$ cat src/rtl/word_count_reducer.sv
// Word-count reducer: accumulates {count,key} mapper records in a small table, spilling or flushing it downstream.
// Optional build macro WORD_COUNT_REDUCER_SAT_EN makes count accumulation saturate instead of wrapping.
module word_count_reducer #(
    parameter int unsigned ENTRIES = 8,
    parameter int unsigned CNT_W   = 8
) (
    input  logic        clk,
    input  logic        reset,
    input  logic [63:0] io_rx_dat_int,
    input  logic        io_rx_val,
    input  logic        io_rx_last,
    output logic        io_rx_rdy,
    output logic [63:0] io_tx_dat_int,
    output logic        io_tx_val,
    input  logic        io_tx_rdy,
    output logic        io_tx_last
);
    localparam int unsigned IDX_W = (ENTRIES > 1) ? $clog2(ENTRIES) : 1;
    localparam int unsigned SUM_W = CNT_W + 1;

    typedef enum logic [1:0] {ACCUM, SPILL, INSERT, FLUSH} state_t;

    state_t               r_state, w_state_nxt;
    logic [ENTRIES-1:0]   r_valid;
    logic [55:0]          r_key [ENTRIES];
    logic [CNT_W-1:0]     r_cnt [ENTRIES];
    logic                 r_pend_valid, r_pend_last;
    logic [55:0]          r_pend_key;
    logic [4:0]           r_pend_cnt;
    logic                 r_tx_val, r_tx_last;
    logic [63:0]          r_tx_dat;

    logic                 w_accept, w_hit, w_free, w_to_flush, w_slot_free;
    logic                 w_emit, w_found, w_more;
    logic [IDX_W-1:0]     w_hit_idx, w_free_idx, w_emit_idx;
    logic [55:0]          w_rec_key;
    logic [4:0]           w_rec_cnt;
    logic [SUM_W-1:0]     w_sum;
    logic [CNT_W-1:0]     w_hit_cnt;
    logic [ENTRIES-1:0]   w_valid_n, w_rest;
    logic [55:0]          w_key_n [ENTRIES];
    logic [CNT_W-1:0]     w_cnt_n [ENTRIES];
    logic                 w_unused;

    assign w_unused    = ^io_rx_dat_int[63:61];
    assign w_rec_key   = io_rx_dat_int[55:0];
    assign w_rec_cnt   = io_rx_dat_int[60:56];
    assign w_accept    = io_rx_val && io_rx_rdy;
    assign w_slot_free = !r_tx_val || io_tx_rdy;

    always_comb begin
        w_hit      = 1'b0;
        w_hit_idx  = '0;
        w_free     = 1'b0;
        w_free_idx = '0;
        for (int unsigned i = 0; i < ENTRIES; i++) begin
            if (!w_hit && r_valid[i] && (r_key[i] == w_rec_key)) begin
                w_hit     = 1'b1;
                w_hit_idx = IDX_W'(i);
            end
            if (!w_free && !r_valid[i]) begin
                w_free     = 1'b1;
                w_free_idx = IDX_W'(i);
            end
        end
    end

    always_comb begin
        w_sum = {1'b0, r_cnt[w_hit_idx]} + SUM_W'(w_rec_cnt);
`ifdef WORD_COUNT_REDUCER_SAT_EN
        w_hit_cnt = w_sum[CNT_W] ? '1 : w_sum[CNT_W-1:0];
`else
        w_hit_cnt = w_sum[CNT_W-1:0];
`endif
    end

    // Emission looks at the post-update table so a flush can present its first record
    // in the cycle right after the accepting/insert edge.
    always_comb begin
        w_valid_n = r_valid;
        w_key_n   = r_key;
        w_cnt_n   = r_cnt;
        if (w_accept && w_hit) begin
            w_cnt_n[w_hit_idx] = w_hit_cnt;
        end else if (w_accept && w_free) begin
            w_valid_n[w_free_idx] = 1'b1;
            w_key_n[w_free_idx]   = w_rec_key;
            w_cnt_n[w_free_idx]   = CNT_W'(w_rec_cnt);
        end
        if (r_state == INSERT) begin
            w_valid_n[0] = 1'b1;
            w_key_n[0]   = r_pend_key;
            w_cnt_n[0]   = CNT_W'(r_pend_cnt);
        end
        w_to_flush = (w_accept && io_rx_last && (w_hit || w_free)) ||
                     ((r_state == INSERT) && r_pend_last);
        w_found    = 1'b0;
        w_emit_idx = '0;
        for (int unsigned i = 0; i < ENTRIES; i++) begin
            if (!w_found && w_valid_n[i]) begin
                w_found    = 1'b1;
                w_emit_idx = IDX_W'(i);
            end
        end
        w_rest = w_valid_n;
        w_rest[w_emit_idx] = 1'b0;
        w_more = |w_rest;
        w_emit = ((r_state == SPILL) || (r_state == FLUSH) || w_to_flush) && w_slot_free && w_found;
    end

    always_ff @(posedge clk or negedge reset) begin
        if (!reset) r_state <= ACCUM;
        else        r_state <= w_state_nxt;
    end

    always_comb begin
        w_state_nxt = r_state;
        case (r_state)
            ACCUM:  if (w_accept) w_state_nxt = (w_hit || w_free) ? (io_rx_last ? FLUSH : ACCUM) : SPILL;
            SPILL:  if (w_slot_free && !w_found) w_state_nxt = INSERT;
            INSERT: w_state_nxt = r_pend_last ? FLUSH : ACCUM;
            FLUSH:  if (w_slot_free && !w_found) w_state_nxt = ACCUM;
            default: w_state_nxt = ACCUM;
        endcase
    end

    always_comb begin
        io_rx_rdy     = (r_state == ACCUM) && !r_pend_valid;
        io_tx_val     = r_tx_val;
        io_tx_dat_int = r_tx_dat;
        io_tx_last    = r_tx_last;
    end

    always_ff @(posedge clk or negedge reset) begin
        if (!reset) begin
            r_valid      <= '0;
            r_pend_valid <= 1'b0;
            r_pend_last  <= 1'b0;
            r_pend_key   <= '0;
            r_pend_cnt   <= '0;
            r_tx_val     <= 1'b0;
            r_tx_last    <= 1'b0;
            r_tx_dat     <= '0;
            for (int unsigned i = 0; i < ENTRIES; i++) begin
                r_key[i] <= '0;
                r_cnt[i] <= '0;
            end
        end else begin
            r_valid <= w_emit ? w_rest : w_valid_n;
            r_key   <= w_key_n;
            r_cnt   <= w_cnt_n;
            if (w_accept && !w_hit && !w_free) begin
                r_pend_valid <= 1'b1;
                r_pend_last  <= io_rx_last;
                r_pend_key   <= w_rec_key;
                r_pend_cnt   <= w_rec_cnt;
            end else if (r_state == INSERT) begin
                r_pend_valid <= 1'b0;
                r_pend_last  <= 1'b0;
            end
            if (w_emit) begin
                r_tx_val  <= 1'b1;
                r_tx_dat  <= {8'(w_cnt_n[w_emit_idx]), w_key_n[w_emit_idx]};
                r_tx_last <= (r_state != SPILL) && !w_more;
            end else if (w_slot_free) begin
                r_tx_val  <= 1'b0;
                r_tx_last <= 1'b0;
            end
        end
    end
endmodule

$ cat config.mk
export PLATFORM = sky130hd
export DESIGN_NAME = word_count_reducer
export DESIGN_NICKNAME = d
export VERILOG_FILES = /design/src/rtl/word_count_reducer.sv
export SDC_FILE = /design/constraint.sdc
export NUM_CORES = 2
export LEC_CHECK = 0
export ABC_AREA = 1
export CORE_ASPECT_RATIO = 2
export CORE_UTILIZATION = 60
export CTS_BUF_LIST = sky130_fd_sc_hd__clkbuf_4
export DETAILED_ROUTE_END_ITERATION = 10
export PLACE_DENSITY_LB_ADDON = 0.2
export REMOVE_ABC_BUFFERS = 1
export SYNTH_ARGS = -nofsm -noshare
export SYNTH_HDL_FRONTEND = slang
export SYNTH_SLANG_ARGS = --single-unit
$ cat constraint.sdc
create_clock -name clk -period 6.2 [get_ports clk]
set_input_delay 1.24 -clock clk [delete_from_list [all_inputs] [get_ports clk]]
set_output_delay 1.24 -clock clk [all_outputs]
set_load 0.02 [all_outputs]
==> results by group, run 1 <==
Global route
  – First-pass GRT wire length: 429 mm
  – Vias in the first global route: 57100
  – GR Util All Layers: 0.849
  – Largest net degree at the start of global routing: 130
  – GRT overflow: 1769

Synthesis
  – Ys async rst share: 1.00
  – Yosys reg bits: 651
  – Post-Syn Area: 0.0399 mm^2
  – Area leader, netlist: dfrtp_1
  – Area contributors post-synth: dfrtp_1 41%, nand2_1 18%, o21ai_0 8.2%
  – Synth unique cells: 65
  – Count leader, synth: nand2_1
  – Post-Syn Instances: 5757
  – Avg Cell Area, Syn: 6.94 um^2
  – Post-synth EDFFs: 0
  – Synth top cells by count: 1929 x nand2_1, 658 x o21ai_0, 651 x dfrtp_1, 514 x inv_1, 443 x nor2_1
  – Syn. warnings: 0
  – Dominant synthesized flop cell: dfrtp_1
  – Top cell type's share of synthesized area: 0.408
  – Sequential area share after synthesis: 0.408

Placement
  – Post-DP HPWL: 176 mm
  – Port Buffers: 132
  – Routability cong.: 1.39

Clock tree
  – CTS-repair resized insts: 0
  – Num CTS Buffers: 146
  – Postcts setup bufs: 0
  – Clock Sinks: 651
  – CTS Hold Buffers Added: 0
  – Clock Path Buffers: 3
  – Root Buffer: clkbuf_4
  – H-tree levels: 4

Floorplan
  – Top Ports: 136
  – Die height: 367 um
  – Die X: 184 um
  – Initial Util: 0.608
  – Rows: 133

Run status
  – Status: did not finish
  – Fail Step: global routing
  – Err: [ERROR GRT-0116] Global routing finished with congestion. Check the congestion regions in the DRC Viewer.
## cell families after synthesis
kind of cell / Yosys count / synth area share
and+or+nand+nor: 2984 / 0.316
AOI/OAI and AO/OA: 1086 / 0.148
buffers and inverters: 895 / 0.0962
DFF: 651 / 0.408
xor gates and xnor gates: 135 / 0.0298
adders and majority gates: 6 / 0.00207
## routing by layer
| layer | GRT overflow | track usage |
|---|---|---|
| met3 | 23 | 0.673 |
| met1 | 9 | 0.830 |
| met4 | 563 | 0.902 |
| met5 | 1 | 0.240 |
| met2 | 1173 | 1.03 |
## stage by stage
step	cells	hold slack [ps]	setup WS, ps	setup TNS, ps	instance area (um^2)
2_1_floorplan	5429	451	-1470	-99770	38200
3_3_place_gp	7363	465	-865	-9570	48800
3_5_place_dp	7363	471	-1010	-13250	48800
4_1_cts	7618	226	84.2	0	50700
==> run 2: changes to the inputs <==
CORE_ASPECT_RATIO = not set   (was 2)
CORE_UTILIZATION = 40   (was 60)
CTS_BUF_LIST = not set   (was sky130_fd_sc_hd__clkbuf_4)
PLACE_DENSITY_LB_ADDON = 0.15   (was 0.2)
==> results by group, run 2 <==
STA
  – Final hold vios: 0
  – Min Tclk post-route: 6010 ps
  – Final Max Tran Viols: 0
  – Setup violators final: 0
  – Worst slew pin tran: 1120 ps
  – Final setup TNS: 0 ps
  – Max-slew headroom: 0.240
  – Fin crit share: 0.969
  – Final setup skew: 31.0 ps
  – Fmax: 166 MHz

Clock tree
  – Root Buffer: clkbuf_16 (was clkbuf_4)
  – Num CTS Buffers: 78 (was 146)
  – Skew-Pair Late Insertion Delay: 690 ps
  – H-tree levels: 3 (was 4)
  – Clock transition at path regs: 60 ps
  – Clock Sinks: 651 (unchanged)
  – CTS tree: built
  – Clock Path Buffers: 3 (unchanged)

Power and ir drop
  – Pwr Total: 21500 uW
  – Clock power share: 0.233
  – Comb pwr share: 0.474
  – Switching Share: 0.434
  – Pwr/cell area: 400 mW/mm^2
  – Sequential Power Share: 0.293
  – Maximum vdd ir drop: 0.000323 V
  – Net load switching power: 9330 uW
  – Leak: 0.0261 uW
  – Internal Power: 12200 uW

Finish
  – Biggest register: r_key
  – Commonest non-fill, non-tap cells in the layout: 1916 x nand2_1, 969 x buf_4, 654 x o21ai_0
  – Max reg flops: 448
  – Area delta synth->final: 34.4%
  – Final non-filler cell total: 8079
  – Layout cells sized above 1: 0.208
  – Filler Cells Inserted: 9758
  – Leading cell type in the layout, fill and taps excluded: nand2_1
  – Nets: 6799
  – Final core utilization: 0.544

Drt
  – ANT nets after route: 0
  – Pre-Repair DR Iteration Count: 8
  – Final WL: 237 mm
  – DR vias: 46300
  – Initial DRC Count: 7013
  – DR WL/cell: 29.4 um
  – Via/cell ratio: 5.74
  – DRC: 0

Global route
  – GRT overflow: 0
  – Met3 Use GR: 0.109
  – First-pass GRT wire length: 326 mm
  – Met1 usage in global routing: 0.609
  – Initial antenna violation count: 19
  – GR Util met2: 0.684
  – Busiest grt layer: met2
  – GR Util All Layers: 0.460
  – Largest net degree at the start of global routing: 140
  – Vias in the first global route: 43000

Run status
  – Status: complete, no violations (was did not finish)

Setup path
  – CP Data Arrival Time: 6600 ps
  – R2R setup slack: 960 ps
  – Slowest cell delay on critical path: 800 ps
  – CP Launch Type: input pin
  – Critical Path Most Common Cell: buf_4
  – Register-to-Register Path Depth: 40
  – Slowest CP cell: xor2_1
  – Setup Crit Path Kind: in2reg
  – Reg2Reg Launch Point: r_key[288]
  – CP Launch Point: io_rx_dat_int[16]
  – Crit. End Element: flip-flop
  – Critical Path RT: 6790 ps
  – FF-to-FF End: io_tx_dat_int[63]
  – Crit path capture: io_tx_dat_int[63]
  – Worst-path fanout max: 5

Synthesis
  – Post-Syn Instances: 5757 (unchanged)
  – Area contributors post-synth: dfrtp_1 41%, nand2_1 18%, o21ai_0 8.2% (unchanged)
  – Synth unique cells: 65 (unchanged)
  – Avg Cell Area, Syn: 6.94 um^2 (unchanged)
  – Top cell type's share of synthesized area: 0.408 (unchanged)
  – Yosys reg bits: 651 (unchanged)
  – Dominant synthesized flop cell: dfrtp_1 (unchanged)
  – Synth top cells by count: 1929 x nand2_1, 658 x o21ai_0, 651 x dfrtp_1, 514 x inv_1, 443 x nor2_1 (unchanged)
  – Post-Syn Area: 0.0399 mm^2 (unchanged)
  – Ys async rst share: 1.00 (unchanged)
  – Count leader, synth: nand2_1 (unchanged)
  – Syn. warnings: 0 (unchanged)
  – Post-synth EDFFs: 0 (unchanged)
  – Sequential area share after synthesis: 0.408 (unchanged)
  – Area leader, netlist: dfrtp_1 (unchanged)

Placement
  – Port Buffers: 132 (unchanged)
  – Cells after DPL: 7929 (was 7363)
  – Routability cong.: 1.13 (was 1.39)
  – Post-DP HPWL: 190 mm (was 176 mm)

Floorplan
  – Die height: 318 um (was 367 um)
  – Initial Util: 0.405 (was 0.608)
  – Die ar.: 0.101 mm^2
  – Die X: 318 um (was 184 um)
  – Core area: 0.0987 mm^2
  – Rows: 115 (was 133)
  – Top Ports: 136 (unchanged)

Worst hold path
  – Worst Hold Class: reg2reg

Run
  – Max-cap violations: 0
[run 2: worst min path at each step]
stage,depth (start not counted),start,slack [ps],end
final,2,io_tx_dat_int[55],480,io_tx_dat_int[55]
after global placement,2,io_tx_dat_int[12],460,io_tx_dat_int[12]
after CTS,2,io_tx_dat_int[55],480,io_tx_dat_int[55]
after global routing,2,io_tx_dat_int[55],500,io_tx_dat_int[55]
after detailed placement,2,io_tx_dat_int[55],470,io_tx_dat_int[55]
after floorplan,2,r_pend_valid,450,r_pend_valid
[run 2: per-layer routing]
layer | up-vias | wire length [um]
li1 | 20600 | -
met1 | 22200 | 94600
met2 | 2912 | 99800
met3 | 641 | 25700
met4 | 14 | 17000
met5 | - | 97
[run 2: cells by family after synthesis]
group,Yosys count,share of synthesized area
adder cells (fa/ha/maj),6,0.00207
flip-flops,651,0.408
buffers and inverters,895,0.0962
XOR/XNOR,135,0.0298
AO/OA/AOI/OAI,1086,0.148
AND/OR/NAND/NOR,2984,0.316
[run 2: area by class of cell]
class | count | area (um^2) | share of cell area
tap | 1287 | 1610 | 0.0300
multi-input combinational | 4211 | 20000 | 0.373
clock inverter | 23 | 398 | 0.00741
timing repair buffer | 1215 | 10900 | 0.202
antenna | 9 | 22.5 | 0.000420
clock buffer | 116 | 2330 | 0.0434
sequential | 651 | 16300 | 0.303
inverter | 567 | 2150 | 0.0401
[run 2: power groups by stage]
stage	logic [uW]	clock network, uW	registers [uW]
final	10200	5010	6290
after detailed placement	9810	0	6280
after CTS	9860	5050	6230
after floorplan	3910	0	6160
after global placement	9720	0	6260
after global routing	10700	5190	6360
[run 2: per-stage QoR]
| stage | instance area, um^2 | setup slack [ps] | hold WS [ps] |
|---|---|---|---|
| after floorplan | 38200 | -1470 | 451 |
| after global placement | 50800 | -701 | 464 |
| after detailed placement | 50800 | -690 | 465 |
| after CTS | 53500 | 0.566 | 482 |
| after global routing | 53700 | -39.8 | 500 |
| final | 53700 | 190 | 480 |
[run 2: what timing repair did]
item / CTS / global route
pin swaps: 0 / 6
hold buffers: 0 / 0
endpoints found under the setup margin: 1 / 20
setup buffers: 0 / 2
gates resized for setup: 1 / 50
[run 2: worst max-delay path: cells and delay by family]
family	cells	cell delay, ps
buf+inv	10	1610
simple gates	16	1550
compound gates	7	1140
xor+xnor	1	800
fa+ha+maj	1	250
Note: power is estimated with default switching activity, not from simulation.
